===== src/rtl/axi_lite_adc_regs.sv =====
// AXI4-Lite register slave for the ADC capture path: control bits, sticky clear-on-read
// overrange flags, saturating per-channel overrange counters and a masked overrange interrupt.
module axi_lite_adc_regs #(
  parameter int          C_S_AXI_DATA_WIDTH = 32,
  parameter int          C_S_AXI_ADDR_WIDTH = 5,
  parameter int          NUM_CH             = 2,
  parameter int          CNT_WIDTH          = 16,
  parameter int          RST_PULSE_CYCLES   = 16,
  parameter logic [31:0] VERSION            = 32'h0002_0000
) (
  input  logic                            s_axi_aclk,
  input  logic                            s_axi_areset,
  input  logic [NUM_CH-1:0]               adc_or_state,
  output logic                            data_en,
  output logic                            delay_rst,
  output logic                            or_irq,
  input  logic [C_S_AXI_ADDR_WIDTH-1:0]   s_axi_awaddr,
  input  logic [2:0]                      s_axi_awprot,
  input  logic                            s_axi_awvalid,
  output logic                            s_axi_awready,
  input  logic [C_S_AXI_DATA_WIDTH-1:0]   s_axi_wdata,
  input  logic [C_S_AXI_DATA_WIDTH/8-1:0] s_axi_wstrb,
  input  logic                            s_axi_wvalid,
  output logic                            s_axi_wready,
  output logic [1:0]                      s_axi_bresp,
  output logic                            s_axi_bvalid,
  input  logic                            s_axi_bready,
  input  logic [C_S_AXI_ADDR_WIDTH-1:0]   s_axi_araddr,
  input  logic [2:0]                      s_axi_arprot,
  input  logic                            s_axi_arvalid,
  output logic                            s_axi_arready,
  output logic [C_S_AXI_DATA_WIDTH-1:0]   s_axi_rdata,
  output logic [1:0]                      s_axi_rresp,
  output logic                            s_axi_rvalid,
  input  logic                            s_axi_rready
);

  localparam int IW = C_S_AXI_ADDR_WIDTH - 2;
  localparam int DW = $clog2(RST_PULSE_CYCLES + 1);
  localparam logic [31:0] IRQ_BITS = (32'h1 << NUM_CH) - 32'h1;
  localparam logic [31:0] CTRL_RW  = (IRQ_BITS << 16) | 32'h1;
  localparam logic [1:0]  RESP_OKAY   = 2'b00;
  localparam logic [1:0]  RESP_SLVERR = 2'b10;

  localparam logic [0:0] W_IDLE = 1'b0;
  localparam logic [0:0] W_RESP = 1'b1;
  localparam logic [0:0] R_IDLE = 1'b0;
  localparam logic [0:0] R_DATA = 1'b1;
  localparam logic [0:0] D_OFF  = 1'b0;
  localparam logic [0:0] D_ON   = 1'b1;

  logic [0:0]           wstate_q, wstate_d;
  logic [0:0]           rstate_q, rstate_d;
  logic [0:0]           dstate_q, dstate_d;
  logic                 awready_q, awready_d;
  logic                 arready_q, arready_d;
  logic [1:0]           bresp_q, bresp_d;
  logic [1:0]           rresp_q, rresp_d;
  logic [31:0]          rdata_q, rdata_d;
  logic [IW-1:0]        araddr_q, araddr_d;
  logic [31:0]          ctrl_q, ctrl_d;
  logic [NUM_CH-1:0]    status_q, status_d;
  logic [NUM_CH-1:0]    edge_q;
  logic [CNT_WIDTH-1:0] cnt_q [NUM_CH];
  logic [CNT_WIDTH-1:0] cnt_d [NUM_CH];
  logic [DW-1:0]        dcnt_q, dcnt_d;
  logic                 irq_q, irq_d;

  logic [IW-1:0] widx;
  logic          wr_fire, rd_fire;
  logic          wr_err, ctrl_wr, dly_start, cnt_clr, rd_clr;
  logic [31:0]   rd_mux;
  logic          rd_err;
  logic [NUM_CH-1:0] rise;

  logic unused_ok;
  assign unused_ok = ^{s_axi_awprot, s_axi_arprot, s_axi_awaddr[1:0], s_axi_araddr[1:0]};

  // awready is raised one cycle ahead; the write lands on the edge that completes the handshake
  assign widx      = s_axi_awaddr[C_S_AXI_ADDR_WIDTH-1:2];
  assign wr_fire   = awready_q & s_axi_awvalid & s_axi_wvalid;
  assign wr_err    = 32'(widx) >= 32'(4 + NUM_CH);
  assign ctrl_wr   = wr_fire && (widx == '0);
  assign dly_start = ctrl_wr & s_axi_wstrb[0] & s_axi_wdata[1];
  assign cnt_clr   = ctrl_wr & s_axi_wstrb[0] & s_axi_wdata[2];

  assign rd_fire = arready_q & s_axi_arvalid;
  assign rd_clr  = rd_fire && (araddr_q == IW'(1));
  assign rise    = adc_or_state & ~edge_q;

  always_comb begin
    awready_d = 1'b0;
    wstate_d  = wstate_q;
    bresp_d   = bresp_q;
    if (wstate_q == W_IDLE) begin
      awready_d = s_axi_awvalid & s_axi_wvalid & ~awready_q;
      if (wr_fire) begin
        wstate_d = W_RESP;
        bresp_d  = wr_err ? RESP_SLVERR : RESP_OKAY;
      end
    end else if (s_axi_bready) begin
      wstate_d = W_IDLE;
    end
  end

  always_comb begin
    rd_mux = '0;
    rd_err = 1'b0;
    if (32'(araddr_q) >= 32'(4 + NUM_CH)) begin
      rd_err = 1'b1;
    end else if (araddr_q == IW'(0)) begin
      rd_mux = ctrl_q;
    end else if (araddr_q == IW'(1)) begin
      rd_mux = 32'(status_q);
    end else if (araddr_q == IW'(2)) begin
      rd_mux = VERSION;
    end else begin
      for (int unsigned i = 0; i < NUM_CH; i++) begin
        if (32'(araddr_q) == 4 + i) rd_mux = 32'(cnt_q[i]);
      end
    end
  end

  always_comb begin
    arready_d = 1'b0;
    rstate_d  = rstate_q;
    araddr_d  = araddr_q;
    rdata_d   = rdata_q;
    rresp_d   = rresp_q;
    if (rstate_q == R_IDLE) begin
      arready_d = s_axi_arvalid & ~arready_q;
      if (s_axi_arvalid & ~arready_q) araddr_d = s_axi_araddr[C_S_AXI_ADDR_WIDTH-1:2];
      if (rd_fire) begin
        rstate_d = R_DATA;
        rdata_d  = rd_mux;
        rresp_d  = rd_err ? RESP_SLVERR : RESP_OKAY;
      end
    end else if (s_axi_rready) begin
      rstate_d = R_IDLE;
    end
  end

  always_comb begin
    ctrl_d = ctrl_q;
    if (ctrl_wr) begin
      for (int unsigned b = 0; b < 4; b++) begin
        if (s_axi_wstrb[b]) ctrl_d[8*b +: 8] = s_axi_wdata[8*b +: 8];
      end
      ctrl_d = ctrl_d & CTRL_RW;
    end
  end

  // Clear-on-read reloads from the live input so an event in the read cycle is kept
  always_comb begin
    status_d = (rd_clr ? '0 : status_q) | adc_or_state;
    irq_d    = |(status_q & ctrl_q[16 +: NUM_CH]);
    for (int unsigned i = 0; i < NUM_CH; i++) begin
      cnt_d[i] = cnt_q[i];
      if (cnt_clr) begin
        cnt_d[i] = rise[i] ? CNT_WIDTH'(1) : '0;
      end else if (rise[i] && (cnt_q[i] != '1)) begin
        cnt_d[i] = cnt_q[i] + CNT_WIDTH'(1);
      end
    end
  end

  always_comb begin
    dstate_d = dstate_q;
    dcnt_d   = dcnt_q;
    if (dly_start) begin
      dstate_d = D_ON;
      dcnt_d   = DW'(RST_PULSE_CYCLES);
    end else if (dstate_q == D_ON) begin
      if (dcnt_q == DW'(1)) begin
        dstate_d = D_OFF;
        dcnt_d   = '0;
      end else begin
        dcnt_d = dcnt_q - DW'(1);
      end
    end
  end

  always_ff @(posedge s_axi_aclk) begin
    if (s_axi_areset) begin
      wstate_q  <= W_IDLE;
      rstate_q  <= R_IDLE;
      dstate_q  <= D_OFF;
      awready_q <= 1'b0;
      arready_q <= 1'b0;
      bresp_q   <= '0;
      rresp_q   <= '0;
      rdata_q   <= '0;
      araddr_q  <= '0;
      ctrl_q    <= '0;
      status_q  <= '0;
      edge_q    <= '0;
      dcnt_q    <= '0;
      irq_q     <= 1'b0;
      for (int unsigned i = 0; i < NUM_CH; i++) cnt_q[i] <= '0;
    end else begin
      wstate_q  <= wstate_d;
      rstate_q  <= rstate_d;
      dstate_q  <= dstate_d;
      awready_q <= awready_d;
      arready_q <= arready_d;
      bresp_q   <= bresp_d;
      rresp_q   <= rresp_d;
      rdata_q   <= rdata_d;
      araddr_q  <= araddr_d;
      ctrl_q    <= ctrl_d;
      status_q  <= status_d;
      edge_q    <= adc_or_state;
      dcnt_q    <= dcnt_d;
      irq_q     <= irq_d;
      for (int unsigned i = 0; i < NUM_CH; i++) cnt_q[i] <= cnt_d[i];
    end
  end

  assign s_axi_awready = awready_q;
  assign s_axi_wready  = awready_q;
  assign s_axi_bvalid  = (wstate_q == W_RESP);
  assign s_axi_bresp   = bresp_q;
  assign s_axi_arready = arready_q;
  assign s_axi_rvalid  = (rstate_q == R_DATA);
  assign s_axi_rresp   = rresp_q;
  assign s_axi_rdata   = C_S_AXI_DATA_WIDTH'(rdata_q);
  assign data_en       = ctrl_q[0];
  assign delay_rst     = (dstate_q == D_ON);
  assign or_irq        = irq_q;

endmodule


===== config.mk =====
export PLATFORM = sky130hd
export DESIGN_NAME = axi_lite_adc_regs
export DESIGN_NICKNAME = d
export VERILOG_FILES = /design/src/rtl/axi_lite_adc_regs.sv
export SDC_FILE = /design/constraint.sdc
export NUM_CORES = 1
export LEC_CHECK = 0
export BUFFER_PORTS_ARGS = -buffer_cell sky130_fd_sc_hd__buf_4
export CAP_MARGIN = 10
export CORE_MARGIN = 10
export CORE_UTILIZATION = 52
export DETAILED_ROUTE_END_ITERATION = 8
export PLACE_DENSITY_LB_ADDON = 0.15
export SLEW_MARGIN = 10
export SYNTH_ARGS = -nofsm -noshare
export SYNTH_HDL_FRONTEND = slang
export SYNTH_SLANG_ARGS = --single-unit

===== constraint.sdc =====
create_clock -name s_axi_aclk -period 2.24 [get_ports s_axi_aclk]
set_input_delay 0.448 -clock s_axi_aclk [delete_from_list [all_inputs] [get_ports s_axi_aclk]]
set_output_delay 0.448 -clock s_axi_aclk [all_outputs]
set_load 0.05 [all_outputs]

# --- Word level (Yosys, flattened, before mapping) ---
# Memory sizes are Yosys's and may differ from the RTL's.
# Cells that the tools add are included.
word_totals:
  inputBits: 61
  output_inout_bits: 44
  ramBits: 32
  reg_bits: 57
  mem_count: 1
  elab_cells: 97
classes:
  n_lt_le_gt_ge: 2
  bitwise_logic: 19
  n_eq_ne: 7
  add_sub_neg: 3
  n_mux: 33
  n_reduce_logical: 16
mem_list:
  columns: ["memory", "depth", "word_bits", "read_ports", "rd_clocked_by_memory_dff", "wr", "line", "source"]
  rows:
  - ["cnt_q", 2, 16, 2, 0, 2, "64", "logic [CNT_WIDTH-1:0] cnt_q [NUM_CH];"]
op_table:
  columns: ["op", "count"]
  rows:
  - ["2-to-1 mux 32 bit", 5]
  - ["2-to-1 mux 16 bit", 7]
  - ["adder 16 x 1 -> 16 bit (second input constant)", 2]
  - ["!= test 16 bit (second input constant)", 2]
  - ["2-to-1 mux 1 bit", 15]
  - ["2-to-1 mux 5 bit", 3]
  - ["AND reduction 2 bit", 5]
  - ["AND 1 bit", 9]
  - ["OR reduction 2 bit", 4]
  - ["== test 3 bit (second input constant)", 2]
  - ["greater-or-equal comparator 3 bit (second input constant)", 2]
  - ["logical NOT 3 bit", 2]
  - ["2-to-1 mux 2 bit", 3]
  - ["== test 5 x 1 -> 1 bit (second input constant)", 1]
  - ["subtractor 5 x 1 -> 5 bit (second input constant)", 1]
  - ["AND 2 bit", 2]
  - ["logical AND 1 bit", 4]
  - ["inverter 1 bit", 4]
  - ["== test 3 x 1 -> 1 bit (second input constant)", 1]
  - ["== test 3 x 2 -> 1 bit (second input constant)", 1]
  - ["inverter 2 bit", 1]
  - ["bitwise OR 1 bit", 2]
  - ["bitwise OR 2 bit", 1]
  - ["nonzero test 2 bit", 1]

# --- Longest topological paths before layout ---
# Gate-level depths: netlist of run 1.
logic_depth:
  depth_word: 7
  mapped_depth: 7
  mapped_depth_nobuf: 6

# --- Worst setup path before layout of run 1 ---
# OpenSTA, ideal clock, no wires.
synth_path:
  path_kind: "register -> register"
  from: "register awready_q, in the netlist s_axi_awready"
  to: "memory cnt_q[1][12], in the netlist cnt_q[0][28]"
  setup_time_ns: 0.135
  synth_period_minus_slack_ns: 2.017
  path_buffers: 1
  t_required_ns: 2.105
  setup_slack_ns: 0.223
  path_stages_with_launch: 6
  arrival_time_ns: 1.882
  path_cell_list: "dfxtp_1 > nor4b_1 > a21oi_1 > clkbuf_1 > o311ai_0 > o41ai_1"
synth_rtl:
  columns: ["element", "line", "source"]
  rows:
  - ["start, declared", "55", "logic awready_q, awready_d;"]
  - ["start signal, assigned", "204", "awready_q <= awready_d;"]
  - ["end, declared", "64", null]

==> qor.csv, run 1 <==
stage,metric,value,unit
run_status,status,"finished, final reports clean",
sta,Final min period,1980,ps
min_path,Hold Path Class,in2reg,
grt,number of global-route vias before repair,2831,
power,Psw,678,uW
sta,Worst Max-Slew Pin Slew,707,ps
power,clock power share,36.9,%
sta,RSZ-0062 raised after global routing,no,
finish,nets@finish,515,
worst_setup_path,Worst Path Arrival,2250,ps
sta,Final setup viols,0,
routing,DR pass1 iterations,5,
sta,Worst Clk Skew,13.3,ps
yosys,synth cell count leaders,"dfxtp_1, nor2_1, a21oi_1",
power,Power Total,2.46,mW
cts,CTS sink cnt,73,
yosys,synthesized area,3590,um^2
cts,TritonCTS clock tree,built,
sta,WHS,301,ps
worst_setup_path,worst reg2reg path startpoint,cnt_q[0][16],
routing,detailed-route DRC error count,0,
worst_setup_path,endpoint type of the worst setup path,register,
routing,Vias/cell,5.77,
yosys,async set-or-reset flop fraction in the synthesized netlist,0,%
worst_setup_path,crit-path max cell delay,480,ps
sta,slew margin rel.,52.9,%
finish,layout cells sized above 1,21.8,%
sta,Fmax achieved,506,MHz
yosys,YS warnings,0,
yosys,Syn Inst Count,400,
grt,gr usage total,16.2,%
routing,Final Routed Wirelength,8.60,mm
cts,post-CTS setup buffer count,0,
power,switching share of power,27.5,%
worst_setup_path,CP startpoint,cnt_q[0][16],
cts,clk root buf,clkbuf_8,
cts,post-cts sizing count,0,
power,Seq pwr share,54.3,%
grt,initial antenna violation count,0,
grt,first-pass GRT wire length,13.8,mm
yosys,syn avg cell area,8.98,um^2
routing,Via Count,3087,
yosys,"count leader, synth",dfxtp_1,
finish,# diodes,0,
grt,pin count of the biggest net entering global routing,42,
sta,count of final hold-check violations,0,
sta,worst setup margin,263,ps
routing,DR iter-0 viols,203,
cts,clk_lat worst skew,350,ps
power,Pwr per Cell Area,594,nW/um^2
die,Starting Density,53.2,%
die,Rows,30,
die,die area,10600,um^2
yosys,area share of the largest cell type after synthesis,40.7,%
finish,Area Overhead vs Synth,15.5,%
cts,number of buffers created by CTS,9,
die,IO Pins,105,
power,Int Pwr,1.79,mW
cts,htree depth,3,
yosys,Synth cell types,53,
job,# Max-Cap Violations,0,
die,die width,103,um
yosys,ys flop type,dfxtp_1,
yosys,synth top area cells,"dfxtp_1, mux2i_1, nor2_1",
grt,total gr overflow,0,
yosys,#FFs+latches synth,73,
power,"IR drop worst, VDD",0.000317,V
cts,Max clock buf depth,2,
routing,Antenna Nets Post-Route,0,
min_path,hold path start,s_axi_wdata[1],
worst_setup_path,Startpoint Class,register,
placed_design,"worst slack, placed",-4.16,ps
yosys,register area share after synthesis,40.7,%
routing,DR WL/cell,16.1,um
sta,final worst-path cycle share,88.3,%
placed_design,final RePlAce weighted congestion,0.866,
worst_setup_path,CP required,2510,ps
die,Die Height,103,um
placed_design,post-DP HPWL,6.31,mm
worst_setup_path,"critical path, cell by cell",ha_1 -> nand3b_1 -> or3_4 -> or4_1 -> a21oi_1,
yosys,Post-synth EDFFs,0,
worst_setup_path,"Slowest-stage cell, CP",or4_1,
yosys,cell taking the most area after synthesis,dfxtp_1,
cts,Worst-path clk slew,70,ps
power,Leak Pwr,1.56,nW
cts,hold buffer count at CTS,0,
power,combinational power share,8.8,%
sta,Final Max Slew Viols,0,
worst_setup_path,critical path class,reg2reg,
placed_design,IO buf count,49,
die,total core area,6760,um^2
worst_setup_path,largest fanout on the critical path,6,
## per-layer routing
layer	up-vias	wire (um)	GRT usage, %
li1	1555	-	-
met5	-	0	0
met1	1455	3850	20.2
met2	67	4100	26.6
met4	0	139	6.74
met3	10	514	3.08
## per-stage QoR
stage	utilization (%)	TNS [ps]	instance area, um^2	std cells
2_1_floorplan	-	0	3650	415
3_3_place_gp	58.8	0	3970	519
3_5_place_dp	58.8	-4.16	3970	519
4_1_cts	61.4	0	4150	535
5_1_grt	61.4	0	4150	535
6_report	61.4	0	4150	535
## sequential cells by signal, summed over array words and instances (netlist names), 2 cells and up
register	flops
cnt_q	32
s_axi_rdata	18
dcnt_q	5
araddr_q	3
ctrl_q	3
edge_q	2
status_q	2
## kinds of logic (layout without fill, tap and decap cells)
logic type / after synthesis / in the layout / share of synthesized area (%)
flip-flops: 73 / 73 / 40.7
adder cells (fa/ha/maj): 4 / 4 / 1.39
multiplexers: 30 / 30 / 9.16
other: 1 / 16 / 0.104
buffers and inverters: 39 / 79 / 6.44
AO/OA/AOI/OAI: 83 / 83 / 14.8
XOR/XNOR: 3 / 3 / 0.731
AND/OR/NAND/NOR: 167 / 167 / 26.7
## power groups by stage
| stage | combinational [mW] | clock, mW | sequential [mW] |
|---|---|---|---|
| after detailed placement | 0.215 | 0 | 1.37 |
| after global placement | 0.211 | 0 | 1.37 |
| final | 0.216 | 0.910 | 1.34 |
| after floorplan | 0.172 | 0 | 1.37 |
| after CTS | 0.215 | 0.933 | 1.34 |
| after global routing | 0.233 | 0.988 | 1.34 |
## worst paths after layout
path | slack (ps) | cells past startpoint | end
setup / recovery | 260 | 5 | cnt_q[0][26]
hold / removal | 300 | 2 | dcnt_q[1]
setup reg to reg | 260 | 5 | cnt_q[0][26]
hold reg to reg | 480 | 1 | s_axi_awready
## cell type report
class | instances | area [um^2]
fillers | 594 | 2610
well taps | 80 | 100
inverters | 5 | 18.8
flip-flops and latches | 73 | 1460
multi-input cells | 303 | 1960
clock inverters | 6 | 45.0
repair buffers | 58 | 435
clock buffers | 10 | 128
## worst max-delay path: cells and delay by family (launching register included)
family / cells / cell delay [ps]
AO/OA/AOI/OAI: 1 / 150
AND/OR/NAND/NOR: 3 / 1030
flip-flops: 1 / 450
adder cells (fa/ha/maj): 1 / 280
## placed cells by master, fill, tap and decap left out, drive strengths merged, types with 2 or more instances in the layout
cell type / count
nand2: 24
nor3: 7
nand4b: 2
and4: 6
nor2: 41
nor3b: 2
or4: 11
a211oi: 2
xnor2: 2
mux2i: 16
nor4: 7
a311oi: 2
clkinvlp: 3
a31oi: 5
nand4: 13
a21o: 2
o21ai: 10
or3: 7
conb: 16
clkbuf: 10
nand3: 15
nand3b: 3
dfxtp: 73
a21oi: 29
buf: 58
a22oi: 17
inv: 5
nor4b: 4
ha: 4
mux2: 13
nand2b: 13
nor2b: 6
o31ai: 10
clkinv: 3
and3: 3
(Power assumes the default switching activity.)
==> run 2, diff against run 1 <==
ABC_AREA = 1   (was not set)
CORE_UTILIZATION = 53   (was 52)
==> qor.csv, run 2 <==
stage,metric,value,unit,change
routing,DR pass1 iterations,4,,was 5
worst_setup_path,"Slowest-stage cell, CP",dfxtp_1,,was or4_1
sta,count of final hold-check violations,0,,unchanged
routing,Via Count,3765,,was 3087
yosys,Synth Area in Adders,1.27,%,was 1.39%
die,die area,11300,um^2,was 10600 um^2
yosys,Synth cell types,32,,was 53
sta,setup_tns,0,ps,unchanged
yosys,ys flop type,dfxtp_1,,unchanged
grt,Most Crowded Layer GR,met2,,unchanged
finish,"commonest non-fill, non-tap cells in the layout","nand2_1, dfxtp_1, nor2_1, buf_4, inv_1",,"was dfxtp_1, buf_4, nor2_1, a21oi_1, nand2_1"
worst_setup_path,worst-case reg-to-reg path depth,8,,was 5
finish,# diodes,0,,unchanged
die,Starting Density,54.2,%,was 53.2%
yosys,"count leader, synth",nand2_1,,was dfxtp_1
sta,RSZ-0062 raised after global routing,no,,unchanged
yosys,Post-synth EDFFs,0,,unchanged
yosys,largest family of logic cells by synthesized area,simple AND/OR/NAND/NOR gates,,unchanged
routing,Final Routed Wirelength,10.1,mm,was 8.60 mm
sta,WHS,323,ps,was 301 ps
cts,Worst-path clk slew,80,ps,was 70 ps
yosys,register area share after synthesis,37.2,%,was 40.7%
cts,TritonCTS clock tree,built,,unchanged
power,Pwr per Cell Area,654,nW/um^2,was 594 nW/um^2
yosys,mux share of post-synthesis cell area,0,%,was 9.16%
yosys,XOR/XNOR share of the synthesized area,2.45,%,was 0.731%
sta,slew margin rel.,61.5,%,was 52.9%
grt,pin count of the biggest net entering global routing,32,,was 42
yosys,synthesized area,3930,um^2,was 3590 um^2
grt,met1 Use GR,22.7,%,was 20.2%
worst_setup_path,r2r setup slk,530,ps,was 260 ps
yosys,cell taking the most area after synthesis,dfxtp_1,,unchanged
cts,post-CTS setup buffer count,0,,unchanged
cts,post-cts sizing count,0,,unchanged
sta,Final min period,1710,ps,was 1980 ps
grt,gr usage total,18.1,%,was 16.2%
sta,Final setup viols,0,,unchanged
min_path,hold path cells,3,,was 2
grt,total gr overflow,0,,unchanged
grt,GR Layer Usage met2,29.7,%,was 26.6%
die,IO Pins,105,,unchanged
yosys,fraction of the mapped netlist area in simple logic gates,33.7,%,was 26.7%
cts,number of buffers created by CTS,9,,unchanged
power,Leak Pwr,1.82,nW,was 1.56 nW
yosys,#FFs+latches synth,73,,unchanged
worst_setup_path,"critical path, cell by cell",ha_1 -> nand3_1 -> inv_2 -> nand2_2 -> nor2_2 -> nor2_4 -> o21ai_0 -> a21oi_1,,was ha_1 -> nand3b_1 -> or3_4 -> or4_1 -> a21oi_1
min_path,Hold EP,ctrl_q[0],,was dcnt_q[1]
grt,initial antenna violation count,0,,unchanged
power,Power Total,3.01,mW,was 2.46 mW
finish,nets@finish,704,,was 515
worst_setup_path,Startpoint Class,register,,unchanged
sta,final worst-path cycle share,76.4,%,was 88.3%
yosys,synth cell count leaders,"nand2_1, dfxtp_1, nor2_1",,"was dfxtp_1, nor2_1, a21oi_1"
yosys,YS warnings,0,,unchanged
cts,htree depth,3,,unchanged
cts,Max clock buf depth,2,,unchanged
routing,detailed-route DRC error count,0,,unchanged
grt,number of global-route vias before repair,3623,,was 2831
routing,DR WL/cell,13.6,um,was 16.1 um
finish,Area Overhead vs Synth,17.0,%,was 15.5%
routing,Vias/cell,5.07,,was 5.77
yosys,syn avg cell area,6.70,um^2,was 8.98 um^2
worst_setup_path,worst r2r dst,cnt_q[0][24],,was cnt_q[0][26]
yosys,Syn Inst Count,587,,was 400
cts,clk_lat worst skew,360,ps,was 350 ps
sta,Worst Max-Slew Pin Slew,574,ps,was 707 ps
die,Die Height,106,um,was 103 um
worst_setup_path,crit-path max cell delay,370,ps,was 480 ps
grt,grt met3 use,3.99,%,was 3.08%
placed_design,Inst Count DP,727,,was 519
job,# Max-Cap Violations,0,,unchanged
yosys,Synth Area in Compound Gates,13.8,%,was 14.8%
worst_setup_path,endpoint type of the worst setup path,register,,unchanged
finish,max FFs per register,32,,unchanged
routing,Antenna Nets Post-Route,0,,unchanged
worst_setup_path,worst reg2reg path startpoint,cnt_q[0][16],,unchanged
worst_setup_path,critical path class,reg2reg,,unchanged
finish,Layout Cells excl Fill,743,,was 535
yosys,area share of the largest cell type after synthesis,37.2,%,was 40.7%
cts,CTS sink cnt,73,,unchanged
placed_design,post-DP HPWL,7.53,mm,was 6.31 mm
cts,hold buffer count at CTS,0,,unchanged
worst_setup_path,largest fanout on the critical path,17,,was 6
die,die width,106,um,was 103 um
finish,Biggest register,cnt_q,,unchanged
worst_setup_path,Worst Path Arrival,2000,ps,was 2250 ps
sta,Fmax achieved,585,MHz,was 506 MHz
min_path,Hold Path Class,in2reg,,unchanged
run_status,status,"finished, final reports clean",,unchanged
yosys,async set-or-reset flop fraction in the synthesized netlist,0,%,unchanged
placed_design,final RePlAce weighted congestion,0.901,,was 0.866
sta,Final Max Slew Viols,0,,unchanged
die,total core area,7250,um^2,was 6760 um^2
routing,DR iter-0 viols,256,,was 203
cts,clk root buf,clkbuf_8,,unchanged
placed_design,IO buf count,49,,unchanged
finish,"most common cell after layout, fill and taps aside",nand2_1,,was dfxtp_1
yosys,synth top area cells,"dfxtp_1, nand2_1, nor2_1",,"was dfxtp_1, mux2i_1, nor2_1"
grt,first-pass GRT wire length,17.0,mm,was 13.8 mm
worst_setup_path,CP required,2530,ps,was 2510 ps
die,Rows,31,,was 30
finish,layout cells sized above 1,16.6,%,was 21.8%
min_path,hold path start,s_axi_wdata[0],,was s_axi_wdata[1]
power,"IR drop worst, VDD",0.000322,V,was 0.000317 V
sta,Worst Clk Skew,9.57,ps,was 13.3 ps
run 2: cell count changes in the layout (fill, tap and decap cells not counted), sizes merged, moves of 16 or more:
cell	change
nand2	+149
a22oi	-17
inv	+55
mux2i	-16
a21oi	+28
nor2	+39
run 2: routing by layer:
layer	share of wire [%]	routed length (um)
met1	44	4460
met2	49	4960
met3	5.9	595
met4	1.1	109
met5	0	0
run 2: worst max-delay path by stage:
stage          cells after the start            start            to
4_1_cts                            8     cnt_q[0][16]  cnt_q[0][24]
3_5_place_dp                       9  s_axi_awaddr[3]   cnt_q[0][1]
6_report                           8     cnt_q[0][16]  cnt_q[0][24]
5_1_grt                            9      cnt_q[0][0]   cnt_q[0][1]
2_1_floorplan                      6    s_axi_awready  cnt_q[0][24]
3_3_place_gp                       9  s_axi_awaddr[3]   cnt_q[0][1]
run 2: critical path, delay by kind of cell, from the launching register on:
kind | cells | cell delay (ps)
AO/OA/AOI/OAI | 2 | 300
adder cells (fa/ha/maj) | 1 | 260
buffers and inverters | 1 | 70
flip-flops | 1 | 370
AND/OR/NAND/NOR | 4 | 640
run 2: final cells by class:
class	count	area, um^2
flip-flops and latches	73	1460
well taps	99	124
multi-input cells	435	2080
clock buffers	10	128
inverters	61	231
clock inverters	6	138
fillers	694	2650
repair buffers	59	443
run 2: stage by stage:
stage | worst slack, ps | cell area (um^2) | util [%]
5_1_grt | 317 | 4600 | 63.4
2_1_floorplan | 517 | 3990 | -
3_3_place_gp | 504 | 4340 | 59.8
3_5_place_dp | 486 | 4340 | 59.8
4_1_cts | 531 | 4600 | 63.4
6_report | 530 | 4600 | 63.4
run 2: logic make-up (layout without fill, tap and decap cells):
group | count (synthesis) | in the layout
AND/OR/NAND/NOR | 307 | 307
flip-flops | 73 | 73
adder cells (fa/ha/maj) | 4 | 4
XOR/XNOR | 11 | 11
AO/OA/AOI/OAI | 97 | 97
buffers and inverters | 94 | 136
other | 1 | 16
run 2: power breakdown:
group | total [mW] | internal [mW] | switching (mW)
clock network | 1.39 | 0.861 | 0.528
registers | 1.34 | 1.32 | 0.0221
logic | 0.280 | 0.0758 | 0.204
total | 3.01 | 2.26 | 0.755
